## src/rtl/fc3_sched_pkg.sv

```systemverilog
`default_nettype none
// ============================================================================
//  Module   : fc3_sched_pkg
//  Purpose  : Shared constants, address widths and FSM encoding for the FC3
//             layer sequencer of the LeNet co-processor.
//  Revision : 1.0  initial release
// ============================================================================
package fc3_sched_pkg;

    localparam int WD    = 16;   // signed 1_13 data width
    localparam int FRAC  = 13;   // fractional bits of WD-format values
    localparam int N_IN  = 84;   // inputs per neuron
    localparam int N_OUT = 10;   // output neurons
    localparam int ACC_W = 40;   // accumulator width (2*WD plus guard bits)

    localparam int J_W = $clog2(N_OUT);         // bias / neuron index width
    localparam int K_W = $clog2(N_IN);          // feature index width
    localparam int W_W = $clog2(N_OUT * N_IN);  // weight index width

    typedef enum logic [2:0] {
        S_IDLE     = 3'd0,
        S_GO       = 3'd1,
        S_BIAS     = 3'd2,
        S_MAC      = 3'd3,
        S_DRAIN    = 3'd4,
        S_EMIT     = 3'd5,
        S_WAIT_RDY = 3'd6,
        S_DONE     = 3'd7
    } state_t;

endpackage
`default_nettype wire

```

## src/rtl/fc3_sched_if.sv

```systemverilog
`default_nettype none
// ============================================================================
//  Module   : fc3_sched_if
//  Purpose  : Control, memory-read and result bus of the FC3 sequencer.
//             slave = sequencer side, master = environment side.
//  Revision : 1.0  initial release
// ============================================================================
interface fc3_sched_if;
    import fc3_sched_pkg::*;

    logic           start;
    logic           busy;
    logic           done;
    logic           fc3_go;
    logic           mem_rd;
    logic [J_W-1:0] bias_addr;
    logic [K_W-1:0] feat_addr;
    logic [W_W-1:0] wt_addr;
    logic [WD-1:0]  bias_q;
    logic [WD-1:0]  feat_q;
    logic [WD-1:0]  wt_q;
    logic [WD-1:0]  fc3_q;
    logic           fc3_q_en;
    logic           argmax_ready;

    modport slave (
        input  start, bias_q, feat_q, wt_q, argmax_ready,
        output busy, done, fc3_go, mem_rd, bias_addr, feat_addr, wt_addr,
               fc3_q, fc3_q_en
    );

    modport master (
        output start, bias_q, feat_q, wt_q, argmax_ready,
        input  busy, done, fc3_go, mem_rd, bias_addr, feat_addr, wt_addr,
               fc3_q, fc3_q_en
    );

endinterface
`default_nettype wire

```

## src/rtl/fc3_sched_mac.sv

```systemverilog
`default_nettype none
// ============================================================================
//  Module   : fc3_mac
//  Purpose  : Signed MAC for one FC3 neuron: bias load (aligned to FRAC),
//             product accumulation and narrowing of acc >>> FRAC to WD bits.
//             Build option FC3_SAT_EN: clamp instead of two's-complement wrap.
//  Revision : 1.0  initial release
// ============================================================================
module fc3_mac
    import fc3_sched_pkg::*;
(
    input  wire logic          clk,
    input  wire logic          rst,
    input  wire logic          load,
    input  wire logic          acc_en,
    input  wire logic [WD-1:0] bias,
    input  wire logic [WD-1:0] feat,
    input  wire logic [WD-1:0] wt,
    output logic      [WD-1:0] result
);

    localparam int SH_W = ACC_W - FRAC;

    logic signed [ACC_W-1:0]  r_acc;
    logic signed [2*WD-1:0]   w_prod;
    logic        [SH_W-1:0]   w_shr;
    logic                     w_unused;

    assign w_prod   = $signed(feat) * $signed(wt);
    // Taking the upper slice is the arithmetic right shift by FRAC.
    assign w_shr    = r_acc[ACC_W-1:FRAC];
    assign w_unused = ^{r_acc[FRAC-1:0], w_shr[SH_W-1:WD]};

    // Accumulator: bias load takes priority, then product accumulation.
    always_ff @(posedge clk) begin
        if (rst) begin
            r_acc <= '0;
        end else if (load) begin
            r_acc <= $signed({{(ACC_W-WD){bias[WD-1]}}, bias}) <<< FRAC;
        end else if (acc_en) begin
            r_acc <= r_acc + $signed({{(ACC_W-2*WD){w_prod[2*WD-1]}}, w_prod});
        end
    end

    // Narrow the shifted accumulator to WD bits.
    always_comb begin
        result = w_shr[WD-1:0];
`ifdef FC3_SAT_EN
        // Out of range when the bits above the WD sign bit disagree with it.
        if (w_shr[SH_W-1:WD-1] != {(SH_W-WD+1){w_shr[SH_W-1]}}) begin
            result = {w_shr[SH_W-1], {(WD-1){~w_shr[SH_W-1]}}};
        end
`endif
    end

endmodule
`default_nettype wire

```

## src/rtl/fc3_sched.sv

```systemverilog
`default_nettype none
// ============================================================================
//  Module   : fc3_sched
//  Purpose  : FC3 layer sequencer. Pulses fc3_go, walks the 10 output
//             neurons issuing bias/feature/weight reads, emits one fc3_q beat
//             per neuron, then waits for argmax_ready and pulses done.
//             Build option FC3_SAT_EN selects saturating output narrowing.
//  Revision : 1.0  initial release
// ============================================================================
module fc3_sched
    import fc3_sched_pkg::*;
(
    input  wire logic   clk,
    input  wire logic   rst,
    fc3_sched_if.slave  bus
);

    state_t          r_state;
    state_t          w_next;
    logic [J_W-1:0]  r_j;
    logic [K_W-1:0]  r_k;
    logic [W_W-1:0]  r_wbase;     // j*N_IN, kept incrementally
    logic            r_ld_d;      // bias data arrives this cycle
    logic            r_mac_d;     // feature/weight data arrives this cycle
    logic [WD-1:0]   w_mac_q;

    // Addresses are straight from the index registers, so they hold
    // their last value whenever no read is issued.
    assign bus.bias_addr = r_j;
    assign bus.feat_addr = r_k;
    assign bus.wt_addr   = r_wbase + W_W'(r_k);

    fc3_mac u_mac (
        .clk    (clk),
        .rst    (rst),
        .load   (r_ld_d),
        .acc_en (r_mac_d),
        .bias   (bus.bias_q),
        .feat   (bus.feat_q),
        .wt     (bus.wt_q),
        .result (w_mac_q)
    );

    // State register.
    always_ff @(posedge clk) begin
        if (rst) begin
            r_state <= S_IDLE;
        end else begin
            r_state <= w_next;
        end
    end

    // Next-state and Moore outputs.
    always_comb begin
        w_next       = r_state;
        bus.busy     = 1'b0;
        bus.done     = 1'b0;
        bus.fc3_go   = 1'b0;
        bus.mem_rd   = 1'b0;
        bus.fc3_q    = '0;
        bus.fc3_q_en = 1'b0;
        case (r_state)
            S_IDLE: begin
                if (bus.start) w_next = S_GO;
            end
            S_GO: begin
                bus.busy   = 1'b1;
                bus.fc3_go = 1'b1;
                w_next     = S_BIAS;
            end
            S_BIAS: begin
                bus.busy   = 1'b1;
                bus.mem_rd = 1'b1;
                w_next     = S_MAC;
            end
            S_MAC: begin
                bus.busy   = 1'b1;
                bus.mem_rd = 1'b1;
                if (r_k == K_W'(N_IN - 1)) w_next = S_DRAIN;
            end
            S_DRAIN: begin
                bus.busy = 1'b1;
                w_next   = S_EMIT;
            end
            S_EMIT: begin
                bus.busy     = 1'b1;
                bus.fc3_q_en = 1'b1;
                bus.fc3_q    = w_mac_q;
                w_next       = (r_j == J_W'(N_OUT - 1)) ? S_WAIT_RDY : S_BIAS;
            end
            S_WAIT_RDY: begin
                bus.busy = 1'b1;
                if (bus.argmax_ready) w_next = S_DONE;
            end
            S_DONE: begin
                bus.done = 1'b1;
                w_next   = S_IDLE;
            end
            default: w_next = S_IDLE;
        endcase
    end

    // Neuron/input indices and the one-cycle data-valid flags for the MAC.
    always_ff @(posedge clk) begin
        if (rst) begin
            r_j     <= '0;
            r_k     <= '0;
            r_wbase <= '0;
            r_ld_d  <= 1'b0;
            r_mac_d <= 1'b0;
        end else begin
            r_ld_d  <= (r_state == S_BIAS);
            r_mac_d <= (r_state == S_MAC);
            case (r_state)
                S_GO: begin
                    r_j     <= '0;
                    r_wbase <= '0;
                end
                S_BIAS: r_k <= '0;
                S_MAC: begin
                    if (r_k != K_W'(N_IN - 1)) r_k <= r_k + K_W'(1);
                end
                S_EMIT: begin
                    if (r_j != J_W'(N_OUT - 1)) begin
                        r_j     <= r_j + J_W'(1);
                        r_wbase <= r_wbase + W_W'(N_IN);
                    end
                end
                default: ;
            endcase
        end
    end

endmodule
`default_nettype wire

```

## src/flat_wrapper.sv

```systemverilog
// flat-port wrapper written by rule: the top's interface ports become plain ports
module fc3_sched_flat import fc3_sched_pkg::*;
  (clk, rst, bus_start, bus_bias_q, bus_feat_q, bus_wt_q, bus_argmax_ready, bus_busy, bus_done, bus_fc3_go, bus_mem_rd, bus_bias_addr, bus_feat_addr, bus_wt_addr, bus_fc3_q, bus_fc3_q_en);
  fc3_sched_if bus_i ();
  input  wire logic clk;
  input  wire logic rst;
  input wire logic [$bits(bus_i.start)-1:0] bus_start;
  input wire logic [$bits(bus_i.bias_q)-1:0] bus_bias_q;
  input wire logic [$bits(bus_i.feat_q)-1:0] bus_feat_q;
  input wire logic [$bits(bus_i.wt_q)-1:0] bus_wt_q;
  input wire logic [$bits(bus_i.argmax_ready)-1:0] bus_argmax_ready;
  output wire logic [$bits(bus_i.busy)-1:0] bus_busy;
  output wire logic [$bits(bus_i.done)-1:0] bus_done;
  output wire logic [$bits(bus_i.fc3_go)-1:0] bus_fc3_go;
  output wire logic [$bits(bus_i.mem_rd)-1:0] bus_mem_rd;
  output wire logic [$bits(bus_i.bias_addr)-1:0] bus_bias_addr;
  output wire logic [$bits(bus_i.feat_addr)-1:0] bus_feat_addr;
  output wire logic [$bits(bus_i.wt_addr)-1:0] bus_wt_addr;
  output wire logic [$bits(bus_i.fc3_q)-1:0] bus_fc3_q;
  output wire logic [$bits(bus_i.fc3_q_en)-1:0] bus_fc3_q_en;
  assign bus_i.start = bus_start;
  assign bus_i.bias_q = bus_bias_q;
  assign bus_i.feat_q = bus_feat_q;
  assign bus_i.wt_q = bus_wt_q;
  assign bus_i.argmax_ready = bus_argmax_ready;
  assign bus_busy = bus_i.busy;
  assign bus_done = bus_i.done;
  assign bus_fc3_go = bus_i.fc3_go;
  assign bus_mem_rd = bus_i.mem_rd;
  assign bus_bias_addr = bus_i.bias_addr;
  assign bus_feat_addr = bus_i.feat_addr;
  assign bus_wt_addr = bus_i.wt_addr;
  assign bus_fc3_q = bus_i.fc3_q;
  assign bus_fc3_q_en = bus_i.fc3_q_en;
  fc3_sched u_core (.clk(clk), .rst(rst), .bus(bus_i));
endmodule
```

## config.mk

```make
export PLATFORM = sky130hd
export DESIGN_NAME = fc3_sched_flat
export DESIGN_NICKNAME = d
export VERILOG_FILES = /design/src/rtl/fc3_sched_pkg.sv /design/src/rtl/fc3_sched_if.sv /design/src/rtl/fc3_sched_mac.sv /design/src/rtl/fc3_sched.sv /design/src/flat_wrapper.sv
export SDC_FILE = /design/constraint.sdc
export NUM_CORES = 1
export LEC_CHECK = 0
export BUFFER_PORTS_ARGS = -buffer_cell sky130_fd_sc_hd__buf_2
export CORE_ASPECT_RATIO = 1.25
export CORE_MARGIN = 8
export CORE_UTILIZATION = 30
export DETAILED_ROUTE_END_ITERATION = 8
export PLACE_DENSITY = 0.53
export REMOVE_ABC_BUFFERS = 1
export SKIP_LAST_GASP = 1
export SLEW_MARGIN = 20
export SYNTH_ARGS = -nofsm -noshare
export SYNTH_HDL_FRONTEND = slang
export SYNTH_SLANG_ARGS = --single-unit
```

## constraint.sdc

```tcl
create_clock -name clk -period 16.84 [get_ports clk]
set_clock_uncertainty 0.2 [all_clocks]
set_input_delay 2.526 -clock clk [delete_from_list [all_inputs] [get_ports clk]]
set_output_delay 2.526 -clock clk [all_outputs]
set_load 0.01 [all_outputs]
```

-- Yosys cells after proc, flatten, opt, wreduce, memory -nomap -nowiden
Cells that the tools add are included.
- register bits: 66
- $add $sub $neg: 5
- $mul: 1
- equal/unequal tests: 16
- mux-type cells: 19
- reductions and logical operators: 10
- operators with widths (kind ; count):
    2-to-1 mux 40 bit ; 2
    adder 40 x 32 -> 40 bit ; 1
    multiplier 16 x 16 -> 32 bit ; 1
    case mux 3 bit (8 select lines) ; 1
    case mux 10 bit (2 select lines) ; 1
    2-to-1 mux 16 bit ; 1
    case mux 7 bit (2 select lines) ; 1
    == test 3 bit (second input constant) ; 4
    2-to-1 mux 3 bit ; 4
    adder 10 x 7 -> 10 bit ; 1
    adder 10 x 7 -> 10 bit (second input constant) ; 1
    2-to-1 mux 10 bit ; 1
    case mux 4 bit (2 select lines) ; 1
    adder 7 x 1 -> 7 bit (second input constant) ; 1
    == test 7 bit (second input constant) ; 1
    2-to-1 mux 7 bit ; 1
    inequality test 7 bit (second input constant) ; 1
    == test 3 x 2 -> 1 bit (second input constant) ; 2
    inequality test 2 bit (second input constant) ; 3
    nonzero test 2 bit ; 3
    OR reduction 6 bit ; 1
    2-to-1 mux 1 bit ; 5
    adder 4 x 1 -> 4 bit (second input constant) ; 1
    == test 4 bit (second input constant) ; 1
    other kinds (8) ; 11

-- Depth between registers and ports, before layout
Gate-level depths: netlist (run 1).
- depth after elaboration: 4
- depth in mapped cells: 24

-- Cells and area by module
Synthesis (run 1) repeated with hierarchy kept, for this count alone.
- cells, all modules: 1484
- area, all modules: 13153.9 um^2
- modules (own cells, without submodules) (module ; times used ; cells an instance ; area each (um^2) ; sequential area each (um^2)):
    fc3_mac ; 1 ; 1278 ; 11499.8 ; 580.6
    fc3_sched ; 1 ; 206 ; 1654.1 ; 480.5

-- Least setup slack after synthesis (run 1)
OpenSTA, ideal clock, no wires.
- path type: in2reg
- start: input port bus_wt_q[1]
- end: register u_core.u_mac.r_acc[22]
- setup time: 0.095 ns
- data arrival time: 8.009 ns
- path slack: 8.535 ns
- cell stages on the path: 22
- cells stage by stage: clkbuf_1 and2_1 fa_1 inv_1 fa_1 fa_1 inv_1 fa_1 inv_1 fa_1 fa_1 inv_1 ha_1 and4_4 and2_1 a2111oi_2 nor3_1 or2_1 a31oi_1 xnor2_1 nand2_1 a221oi_1
- word-level cells in the longest chain between the ends: 4
- RTL lines (element ; RTL line ; RTL):
    start, declared ; flat_wrapper.sv:10 ; input wire logic [$bits(bus_i.wt_q)-1:0] bus_wt_q;
    multiplier 16 x 16 -> 32 bit ; fc3_sched_mac.sv:29 ; assign w_prod = $signed(feat) * $signed(wt);
    adder 40 x 32 -> 40 bit ; fc3_sched_mac.sv:41 ; r_acc <= r_acc + $signed({{(ACC_W-2*WD){w_prod[2*WD-1]}}, w_prod});
    2-to-1 mux 40 bit ; fc3_sched_mac.sv:40 ; end else if (acc_en) begin
    2-to-1 mux 40 bit ; fc3_sched_mac.sv:38 ; end else if (load) begin
    end signal, assigned ; fc3_sched_mac.sv:39 ; r_acc <= $signed({{(ACC_W-WD){bias[WD-1]}}, bias}) <<< FRAC;
    end signal, assigned ; fc3_sched_mac.sv:41 ;
    end, declared ; fc3_sched_mac.sv:24 ; logic signed [ACC_W-1:0] r_acc;
No other way between the ends. The select of a mux whose other input is x is not followed.
A chain may end at the register's enable or synchronous reset.

-- Worst setup path after layout (run 1)
- start: input port bus_feat_q[10]
- end: register u_core.u_mac.r_acc[22]
- word-level cells in the longest chain between the ends: 4
- RTL lines (element ; RTL line ; RTL):
    start, declared ; flat_wrapper.sv:9 ; input wire logic [$bits(bus_i.feat_q)-1:0] bus_feat_q;
    multiplier 16 x 16 -> 32 bit ; fc3_sched_mac.sv:29 ;
    adder 40 x 32 -> 40 bit ; fc3_sched_mac.sv:41 ;
    2-to-1 mux 40 bit ; fc3_sched_mac.sv:40 ;
    2-to-1 mux 40 bit ; fc3_sched_mac.sv:38 ;
No other way between the ends. The select of a mux whose other input is x is not followed.

==> metrics.md, run 1 <==
| Metric | Value |
|---|---|
| CP peak stage delay | `0.53 ns` |
| Warnings, synthesis | `0` |
| CTS max path bufs | `2` |
| CP Launch Point | `bus_feat_q[10]` |
| Crit-path max FO | `16` |
| GRT Resource Usage Total | `14.1%` |
| Max-slew headroom | `55.3%` |
| Fillers | `4389` |
| Gpl congestion | `0.829` |
| Post-synth EDFFs | `0` |
| Post-route ant nets | `0` |
| R2r endpoint | `u_core.u_mac.r_acc[22]$_SDFFE_PP0P_` |
| Core ar. | `0.0417 mm^2` |
| Layout area overhead | `9.11%` |
| WHS Path Cells | `2` |
| Vias | `9114` |
| Top_reg_cell synth | `dfxtp_1` |
| Die H | `245 um` |
| Pre-CTS setup slack | `8.05 ns` |
| Port bufs | `93` |
| Fin crit period | `8.48 ns` |
| Final count of hold timing violations | `0` |
| Synth area leaders | `fa_1, ha_1, inv_1` |
| Vias per std cell | `4.51` |
| Final worst slack | `8.36 ns` |
| Critical path data required time | `16.85 ns` |
| Layout Utilization | `32.8%` |
| Initial drt markers | `328` |
| Sequential-to-total area share from yosys stat | `8.45%` |
| Post-route DRC | `0` |
| Routed length per instance | `16.2 um` |
| Finished Cell Area | `0.0137 mm^2` |
| Yosys reg bits | `53` |
| Largest net degree at the start of global routing | `35` |
| Fin crit share | `50.4%` |
| Setup violations, final | `0` |
| Root Driver | `clkbuf_16` |
| Post-DP HPWL | `29100 um` |
| Routed WL | `32800 um` |
| Number of global-route vias before repair | `10000` |
| Ports | `94` |
| Worst hold path type | `flip-flop to flip-flop` |
| Setup Buffers After CTS | `0` |
| Initial antenna violation count | `3` |
| Max Cap Violations | `0` |
| Post-synthesis cell count | `1408` |
| Top cell type's share of synthesized area | `42.4%` |
| Die X-Extent | `199 um` |
| Clock H-tree levels | `2` |
| Die area | `0.0487 mm^2` |
| CP Class | `input port to flip-flop` |
| R2R setup slack | `11.48 ns` |
| Initial Utilization | `30.1%` |
| Unrepaired setup endpoints after global routing | `false` |
| Syn Area/Cell | `8.91 um^2` |
| CP dominant cell by count | `fa_1` |
| CTS tree | `yes` |
| Worst Tran Pin Value | `0.669 ns` |
| Synth area leader | `fa_1` |
| Clock transition at path regs | `0.08 ns` |
| Async set or reset register ratio after synthesis | `0%` |
| Status | `finished clean` |
| R2r worst-path depth | `17` |
| CTS Hold Bufs | `0` |
| Synth Cell Area | `0.0125 mm^2` |
| Final nets | `1877` |
| Worst r2r src | `u_core.u_mac.r_acc[8]$_SDFFE_PP0P_` |
| Count leader, synth | `inv_1` |
| Clk sink count | `53` |
| Crit path cell chain | `buf_2 -> and2_1 -> fa_1 -> inv_1 -> fa_1 -> fa_1 -> inv_1 -> fa_1 -> inv_1 -> fa_1 -> fa_1 -> inv_1 -> ha_1 -> and4_4 -> and2_1 -> a2111oi_2 -> nor3_1 -> or2_1 -> a31oi_1 -> xnor2_1 -> nand2_1 -> a221oi_1` |
| Crit start category | `input port` |
| Fmax | `118 MHz` |
| Worst path slowest cell | `fa_1` |
| Max Slew Vio Count | `0` |
| Synth cell types | `53` |
| First-pass GRT wire length | `54600 um` |
| Clk Latency, worst-skew pair | `0.30 ns` |
| Worst setup EP type | `flip-flop` |
| Setup crit end | `u_core.u_mac.r_acc[22]$_SDFFE_PP0P_` |
| # resized after CTS | `0` |
| DP Area | `0.0135 mm^2` |
| Rows | `84` |
| Final TNS setup | `0 ns` |
| WP data arrival | `8.50 ns` |
| Synth cell count leaders | `inv_1, fa_1, nand2_1, and2_1, ha_1` |
| Initial DRT Pass Iterations | `4` |
| CTS Buf Count | `5` |
| Total grt overflow | `0` |
| Layout cells sized above 1 | `8.01%` |
[worst min-delay path by stage]
stage	endpoint	slack, ns	startpoint
2_1_floorplan	u_core.u_mac.r_acc[7]$_SDFFE_PP0P_	0.25	u_core.u_mac.r_acc[7]$_SDFFE_PP0P_
3_3_place_gp	u_core.u_mac.r_acc[0]$_SDFFE_PP0P_	0.28	u_core.u_mac.r_acc[0]$_SDFFE_PP0P_
3_5_place_dp	u_core.u_mac.r_acc[4]$_SDFFE_PP0P_	0.29	u_core.u_mac.r_acc[4]$_SDFFE_PP0P_
4_1_cts	u_core.u_mac.r_acc[4]$_SDFFE_PP0P_	0.30	u_core.u_mac.r_acc[4]$_SDFFE_PP0P_
5_1_grt	u_core.u_mac.r_acc[7]$_SDFFE_PP0P_	0.34	u_core.u_mac.r_acc[7]$_SDFFE_PP0P_
6_report	u_core.u_mac.r_acc[4]$_SDFFE_PP0P_	0.30	u_core.u_mac.r_acc[4]$_SDFFE_PP0P_
[cell usage in the layout (no fill, tap or decap), drive strengths merged, types with 3 or more instances in the layout]
cell    synthesis  layout
a211oi          7       7
a21o           11      11
a21oi          43      43
a221oi          7       7
a22oi           4       4
a31oi           4       4
and2          132     132
buf             3      96
clkbuf         49       6
dfxtp          53      53
fa            266     266
ha            100     100
inv           323     324
mux2i          11      11
nand2         148     148
nand2b         12      12
nand3           8       8
nand4           4       4
nor2           70      70
nor2b          12      12
nor3           18      18
nor3b           3       3
o21a            7       7
o21ai          26      26
o21bai          3       3
o22ai           3       3
or2             6       6
or3             3       3
xnor2          35      35
xor2           19      19
[critical path, delay by kind of cell]
kind | cells | cell delay (ns)
xor gates and xnor gates | 1 | 0.14
adders and majority gates | 7 | 3.39
and+or+nand+nor | 6 | 1.12
AOI/OAI and AO/OA | 3 | 0.92
buffers and inverters | 5 | 0.39
[final cells by class]
| cell class | instances | area (um^2) | area share, % |
|---|---|---|---|
| Multi-Input combinational cell | 980 | 10100 | 73.6 |
| Inverter | 323 | 1210 | 8.85 |
| Sequential cell | 53 | 1060 | 7.75 |
| Tap cell | 559 | 699 | 5.11 |
| Timing Repair Buffer | 96 | 488 | 3.56 |
| Clock buffer | 6 | 139 | 1.01 |
| Clock inverter | 2 | 17.5 | 0.128 |
| Antenna cell | 1 | 2.50 | 0.0183 |
[flip-flops by register name, summed over array words and instances (netlist names)]
register,flops
u_core.r_wbase,8
u_core.r_state,3
u_core.r_ld_d,1
u_core.u_mac.r_acc,29
u_core.bus.bias_addr,4
u_core.bus.feat_addr,7
u_core.r_mac_d,1
[logic make-up (layout without fill, tap and decap cells)]
group	after synthesis	count (layout)	share of synthesized area [%]
compound gates	128	128	6.63
xor+xnor	54	54	3.77
fa+ha+maj	366	366	52.4
buf+inv	375	427	11.3
flops	53	53	8.45
mux	11	11	0.877
other cells	0	1	0
simple gates	421	421	16.6
[per-layer routing]
metal | part of all wire, % | up-vias | track usage, %
li1 | - | 4314 | -
met1 | 41 | 4637 | 17.3
met2 | 53 | 128 | 25.9
met3 | 3.2 | 31 | 1.99
met4 | 1.8 | 4 | 2.97
met5 | 0.079 | - | 0
[per-stage QoR]
stage	hold WS [ns]	cells
after floorplan	0.245	1356
after detailed placement	0.292	2011
after global placement	0.284	2011
final	0.302	2020
after global routing	0.339	2020
after CTS	0.304	2019
Power of run 1 is left out: the tool's default activity adds up to more than one toggle a clock period on the data nets, which glitch-free logic cannot reach.
==> run 2: changes to the inputs <==
- ABC_AREA: unset -> 1
- PLACE_DENSITY: 0.53 -> 0.52
- clock period: 16.84 -> 7.9 ns (I/O delays scaled with it)
==> metrics.md, run 2 <==
| Metric | Value |
|---|---|
| Status | `finished clean` |
| Gpl congestion | `0.861` |
| Routed WL | `37400 um` |
| Post-DP HPWL | `32600 um` |
| Post-route ant nets | `0` |
| Warnings, synthesis | `0` |
| R2r worst-path depth | `18` |
| Die area | `0.0512 mm^2` |
| Sequential-to-total area share from yosys stat | `8.00%` |
| Core ar. | `0.0439 mm^2` |
| CTS max path bufs | `2` |
| CP peak stage delay | `0.83 ns` |
| CP Class | `input port to flip-flop` |
| Count leader, synth | `inv_1` |
| WHS Path Cells | `2` |
| Most common cell after layout, fill and taps aside | `inv_1` |
| Fmax | `144 MHz` |
| Clock H-tree levels | `2` |
| Largest net degree at the start of global routing | `26` |
| Synth cell types | `46` |
| WP data arrival | `6.93 ns` |
| Fillers | `4747` |
| Fin crit share | `88.0%` |
| GRT Resource Usage Total | `15.3%` |
| Layout cells sized above 1 | `8.86%` |
| R2R setup slack | `2.66 ns` |
| Setup violations, final | `0` |
| Number of flip-flops in the largest register | `29` |
| Worst setup EP type | `flip-flop` |
| Vias | `10500` |
| CTS tree | `yes` |
| Root Driver | `clkbuf_16` |
| Routed length per instance | `15.8 um` |
| Ports | `94` |
| Final nets | `2200` |
| First-pass GRT wire length | `62300 um` |
| CTS Hold Bufs | `0` |
| Layout area overhead | `8.57%` |
| Clock transition at path regs | `0.08 ns` |
| Hold endpoint | `u_core.u_mac.r_acc[2]$_SDFFE_PP0P_` |
| Post-route DRC | `0` |
| Async set or reset register ratio after synthesis | `0%` |
| Top cell type's share of synthesized area | `40.1%` |
| Clk Latency, worst-skew pair | `0.31 ns` |
| Initial DRT Pass Iterations | `6` |
| Top_reg_cell synth | `dfxtp_1` |
| Worst Tran Pin Value | `0.908 ns` |
| Number of global-route vias before repair | `11600` |
| Min-delay src | `u_core.u_mac.r_acc[2]$_SDFFE_PP0P_` |
| Syn Area/Cell | `7.61 um^2` |
| Initial Utilization | `30.2%` |
| Crit start category | `input port` |
| Initial drt markers | `440` |
| Most frequent cells in the layout | `inv_1, nand2_1, fa_1` |
| CP dominant cell by count | `fa_1` |
| Setup Buffers After CTS | `0` |
| Worst r2r src | `u_core.u_mac.r_acc[15]$_SDFFE_PP0P_` |
| Initial antenna violation count | `4` |
| Crit path cell chain | `buf_2 -> nand2_1 -> fa_1 -> inv_1 -> fa_1 -> fa_1 -> fa_1 -> fa_1 -> inv_1 -> fa_1 -> inv_1 -> ha_1 -> nand2_1 -> nor2_1 -> nand2_1 -> or3_1 -> nand3_1 -> nand2_1 -> nand3_1 -> a21oi_1` |
| Synth cell count leaders | `inv_1, nand2_1, fa_1, ha_1, nor2_1` |
| Max-slew headroom | `39.4%` |
| Worst path slowest cell | `fa_1` |
| Post-synth EDFFs | `0` |
| Die H | `251 um` |
| Worst hold path type | `flip-flop to flip-flop` |
| Port bufs | `93` |
| Final TNS setup | `0 ns` |
| Unrepaired setup endpoints after global routing | `false` |
| Max Slew Vio Count | `0` |
| R2r endpoint | `u_core.u_mac.r_acc[20]$_SDFFE_PP0P_` |
| Die X-Extent | `204 um` |
| Rows | `86` |
| Total grt overflow | `0` |
| Critical path data required time | `7.87 ns` |
| Synth area leader | `fa_1` |
| Yosys reg bits | `53` |
| Fin crit period | `6.95 ns` |
| Clk sink count | `53` |
| Synth Cell Area | `0.0133 mm^2` |
| Final count of hold timing violations | `0` |
| Crit-path max FO | `16` |
| Synth area leaders | `fa_1, inv_1, nand2_1` |
| Post-synthesis cell count | `1742` |
| # resized after CTS | `0` |
| Top reg by flops | `u_core.u_mac.r_acc` |
| Vias per std cell | `4.47` |
| CP Launch Point | `bus_wt_q[4]` |
| CTS Buf Count | `5` |
| Max Cap Violations | `0` |
run 2: cell types whose count changed after synthesis, moves of 14 or more:
cell      previous run  this run
nor2_1              70        87
inv_1              322       514
o21ai_0             25        40
clkbuf_1            49        63
and2_1             132         0
nand2_1            148       372
a21oi_1             42        66
nand3_1              8        36
xnor2_1             35         6
run 2: cells by family after synthesis:
family	synth area share, %
buffers and inverters	16.8
AND/OR/NAND/NOR	17.2
adder cells (fa/ha/maj)	49.6
AO/OA/AOI/OAI	7.11
flip-flops	8.00
XOR/XNOR	1.25
run 2: per-layer routing:
metal  part of all wire [%]  routed length (um)  track usage, %
met1                     43               16200            19.3
met3                    3.7                1400            1.97
met4                    2.4                 886            3.83
met5                      0                   0               0
met2                     51               18900            27.1
run 2: how the worst max path moves through the flow:
stage	depth (start not counted)	end	slack [ns]
2_1_floorplan	21	u_core.u_mac.r_acc[16]$_SDFFE_PP0P_	1.45
3_3_place_gp	20	u_core.u_mac.r_acc[25]$_SDFFE_PP0P_	0.70
3_5_place_dp	20	u_core.u_mac.r_acc[28]$_SDFFE_PP0P_	0.64
4_1_cts	20	u_core.u_mac.r_acc[28]$_SDFFE_PP0P_	0.95
5_1_grt	21	u_core.u_mac.r_acc[20]$_SDFFE_PP0P_	0.60
6_report	20	u_core.u_mac.r_acc[25]$_SDFFE_PP0P_	0.95
run 2: cell type report:
type / instances / area [um^2] / share of cell area, %
Antenna cell: 5 / 12.5 / 0.0869
Clock inverter: 3 / 22.5 / 0.156
Sequential cell: 53 / 1060 / 7.37
Inverter: 521 / 1960 / 13.6
Clock buffer: 5 / 125 / 0.869
Timing Repair Buffer: 103 / 541 / 3.75
Multi-Input combinational cell: 1098 / 9970 / 69.2
Tap cell: 572 / 716 / 4.97
run 2: critical path: cells and delay by family:
| kind | cells | cell delay (ns) |
|---|---|---|
| AND/OR/NAND/NOR | 8 | 1.30 |
| adder cells (fa/ha/maj) | 7 | 3.82 |
| AO/OA/AOI/OAI | 1 | 0.07 |
| buffers and inverters | 4 | 0.53 |
run 2: through the flow:
step / area [um^2] / utilization [%] / instances / setup WS (ns) / hold slack [ns]
after floorplan: 13000 / - / 1672 / 1.45 / 0.245
after CTS: 14400 / 32.8 / 2355 / 0.952 / 0.271
after detailed placement: 14200 / 32.4 / 2347 / 0.637 / 0.261
after global routing: 14400 / 32.8 / 2355 / 0.601 / 0.303
final: 14400 / 32.8 / 2360 / 0.945 / 0.268
after global placement: 14200 / 32.4 / 2347 / 0.699 / 0.256
Power of run 2 is left out for the same reason.
==> run 3: changes to the inputs <==
- MAX_ROUTING_LAYER: unset -> met4
==> metrics.md, run 3 (same netlist as run 2, synthesis figures left out) <==
| Metric | Value |
|---|---|
| Status | `finished clean` |
| Fin crit share | `88.2%` |
| Die X-Extent | `204 um` |
| Routed length per instance | `15.9 um` |
| Fmax | `143 MHz` |
| Max Cap Violations | `0` |
| Largest net degree at the start of global routing | `26` |
| Initial drt markers | `543` |
| Core ar. | `0.0439 mm^2` |
| Worst setup EP type | `flip-flop` |
| Worst Tran Pin Value | `0.902 ns` |
| Post-route ant nets | `0` |
| Final TNS setup | `0 ns` |
| Max-slew headroom | `39.8%` |
| CTS tree | `yes` |
| Layout cells sized above 1 | `8.75%` |
| CP Class | `input port to flip-flop` |
| Worst hold path type | `flip-flop to flip-flop` |
| Clock H-tree levels | `2` |
| WP data arrival | `6.94 ns` |
| Clk Latency, worst-skew pair | `0.31 ns` |
| Most common cell after layout, fill and taps aside | `inv_1` |
| Layout area overhead | `8.56%` |
| # resized after CTS | `0` |
| CTS Buf Count | `5` |
| Rows | `86` |
| Routed WL | `37600 um` |
| Final count of hold timing violations | `0` |
| CP dominant cell by count | `fa_1` |
| Initial Utilization | `30.2%` |
| Die H | `251 um` |
| Most frequent cells in the layout | `inv_1, nand2_1, fa_1` |
| Root Driver | `clkbuf_16` |
| CTS max path bufs | `2` |
| Post-DP HPWL | `32700 um` |
| Worst path slowest cell | `fa_1` |
| Pre-CTS setup slack | `0.628 ns` |
| Port bufs | `93` |
| Total grt overflow | `0` |
| Crit path buffers/inverters | `4` |
| Initial antenna violation count | `5` |
| Number of global-route vias before repair | `11800` |
| Largest delay share family, worst path | `adder cells` |
| Final worst slack | `0.928 ns` |
| Crit path cell chain | `buf_2 -> nand2_1 -> inv_1 -> fa_1 -> fa_1 -> fa_1 -> fa_1 -> fa_1 -> inv_1 -> fa_1 -> inv_1 -> ha_1 -> nand2_1 -> nor2_1 -> nand2_1 -> or3_1 -> nand3_1 -> nand2_1 -> nand3_1 -> a21oi_1` |
| First-pass GRT wire length | `63300 um` |
| Setup violations, final | `0` |
| Post-route DRC | `0` |
| Vias | `10600` |
| Ports | `94` |
| Top reg by flops | `u_core.u_mac.r_acc` |
| Crit-path max FO | `16` |
| Critical path data required time | `7.87 ns` |
| CTS Hold Bufs | `0` |
| CP peak stage delay | `0.90 ns` |
| Clock transition at path regs | `0.07 ns` |
| Max Slew Vio Count | `0` |
| Final nets | `2200` |
| Initial DRT Pass Iterations | `4` |
| Die area | `0.0512 mm^2` |
| Setup Buffers After CTS | `0` |
| Clk sink count | `53` |
| Fin crit period | `6.97 ns` |
| Vias per std cell | `4.49` |
| Number of flip-flops in the largest register | `29` |
| GRT Resource Usage Total | `15.9%` |
| Gpl congestion | `0.873` |
| Unrepaired setup endpoints after global routing | `false` |
| Crit start category | `input port` |
## run 3: worst paths after layout
kind,to,startpoint,cells past startpoint,slack [ns]
min,u_core.u_mac.r_acc[1]$_SDFFE_PP0P_,u_core.u_mac.r_acc[1]$_SDFFE_PP0P_,2,0.28
max reg2reg,u_core.u_mac.r_acc[20]$_SDFFE_PP0P_,u_core.u_mac.r_acc[15]$_SDFFE_PP0P_,20,2.71
min reg2reg,u_core.u_mac.r_acc[1]$_SDFFE_PP0P_,u_core.u_mac.r_acc[1]$_SDFFE_PP0P_,2,0.28
max,u_core.u_mac.r_acc[25]$_SDFFE_PP0P_,bus_wt_q[2],20,0.93
## run 3: cell type report
class,count,area (um^2)
Timing Repair Buffer,103,541
Sequential cell,53,1060
Tap cell,572,716
Clock buffer,7,143
Inverter,521,1960
Multi-Input combinational cell,1098,9970
Antenna cell,6,15.0
Fill cell,4747,29500
## run 3: worst reg2reg max path, delay by kind of cell (launching register included)
family                   cells  cell delay, ns
flip-flops                   1            0.34
AND/OR/NAND/NOR              5            0.57
adder cells (fa/ha/maj)      6            2.91
AO/OA/AOI/OAI                4            0.75
buffers and inverters        5            0.37
## run 3: stage by stage
stage               hold WS, ns  instance area, um^2  util, %  std cells
floorplan                 0.245                13000        -       1672
CTS                       0.283                14400     32.8       2354
global route              0.312                14400     32.8       2359
detailed placement        0.270                14200     32.4       2347
finish                    0.279                14400     32.8       2360
global placement          0.257                14200     32.4       2347
## run 3: layer usage
layer	share of wire [%]	track usage (%)	vias to the layer above
li1	-	-	5109
met1	44	19.5	5251
met2	50	27.4	192
met3	3.4	1.83	40
met4	2.3	3.87	0
met5	0	-	-
Power of run 3 is left out for the same reason.
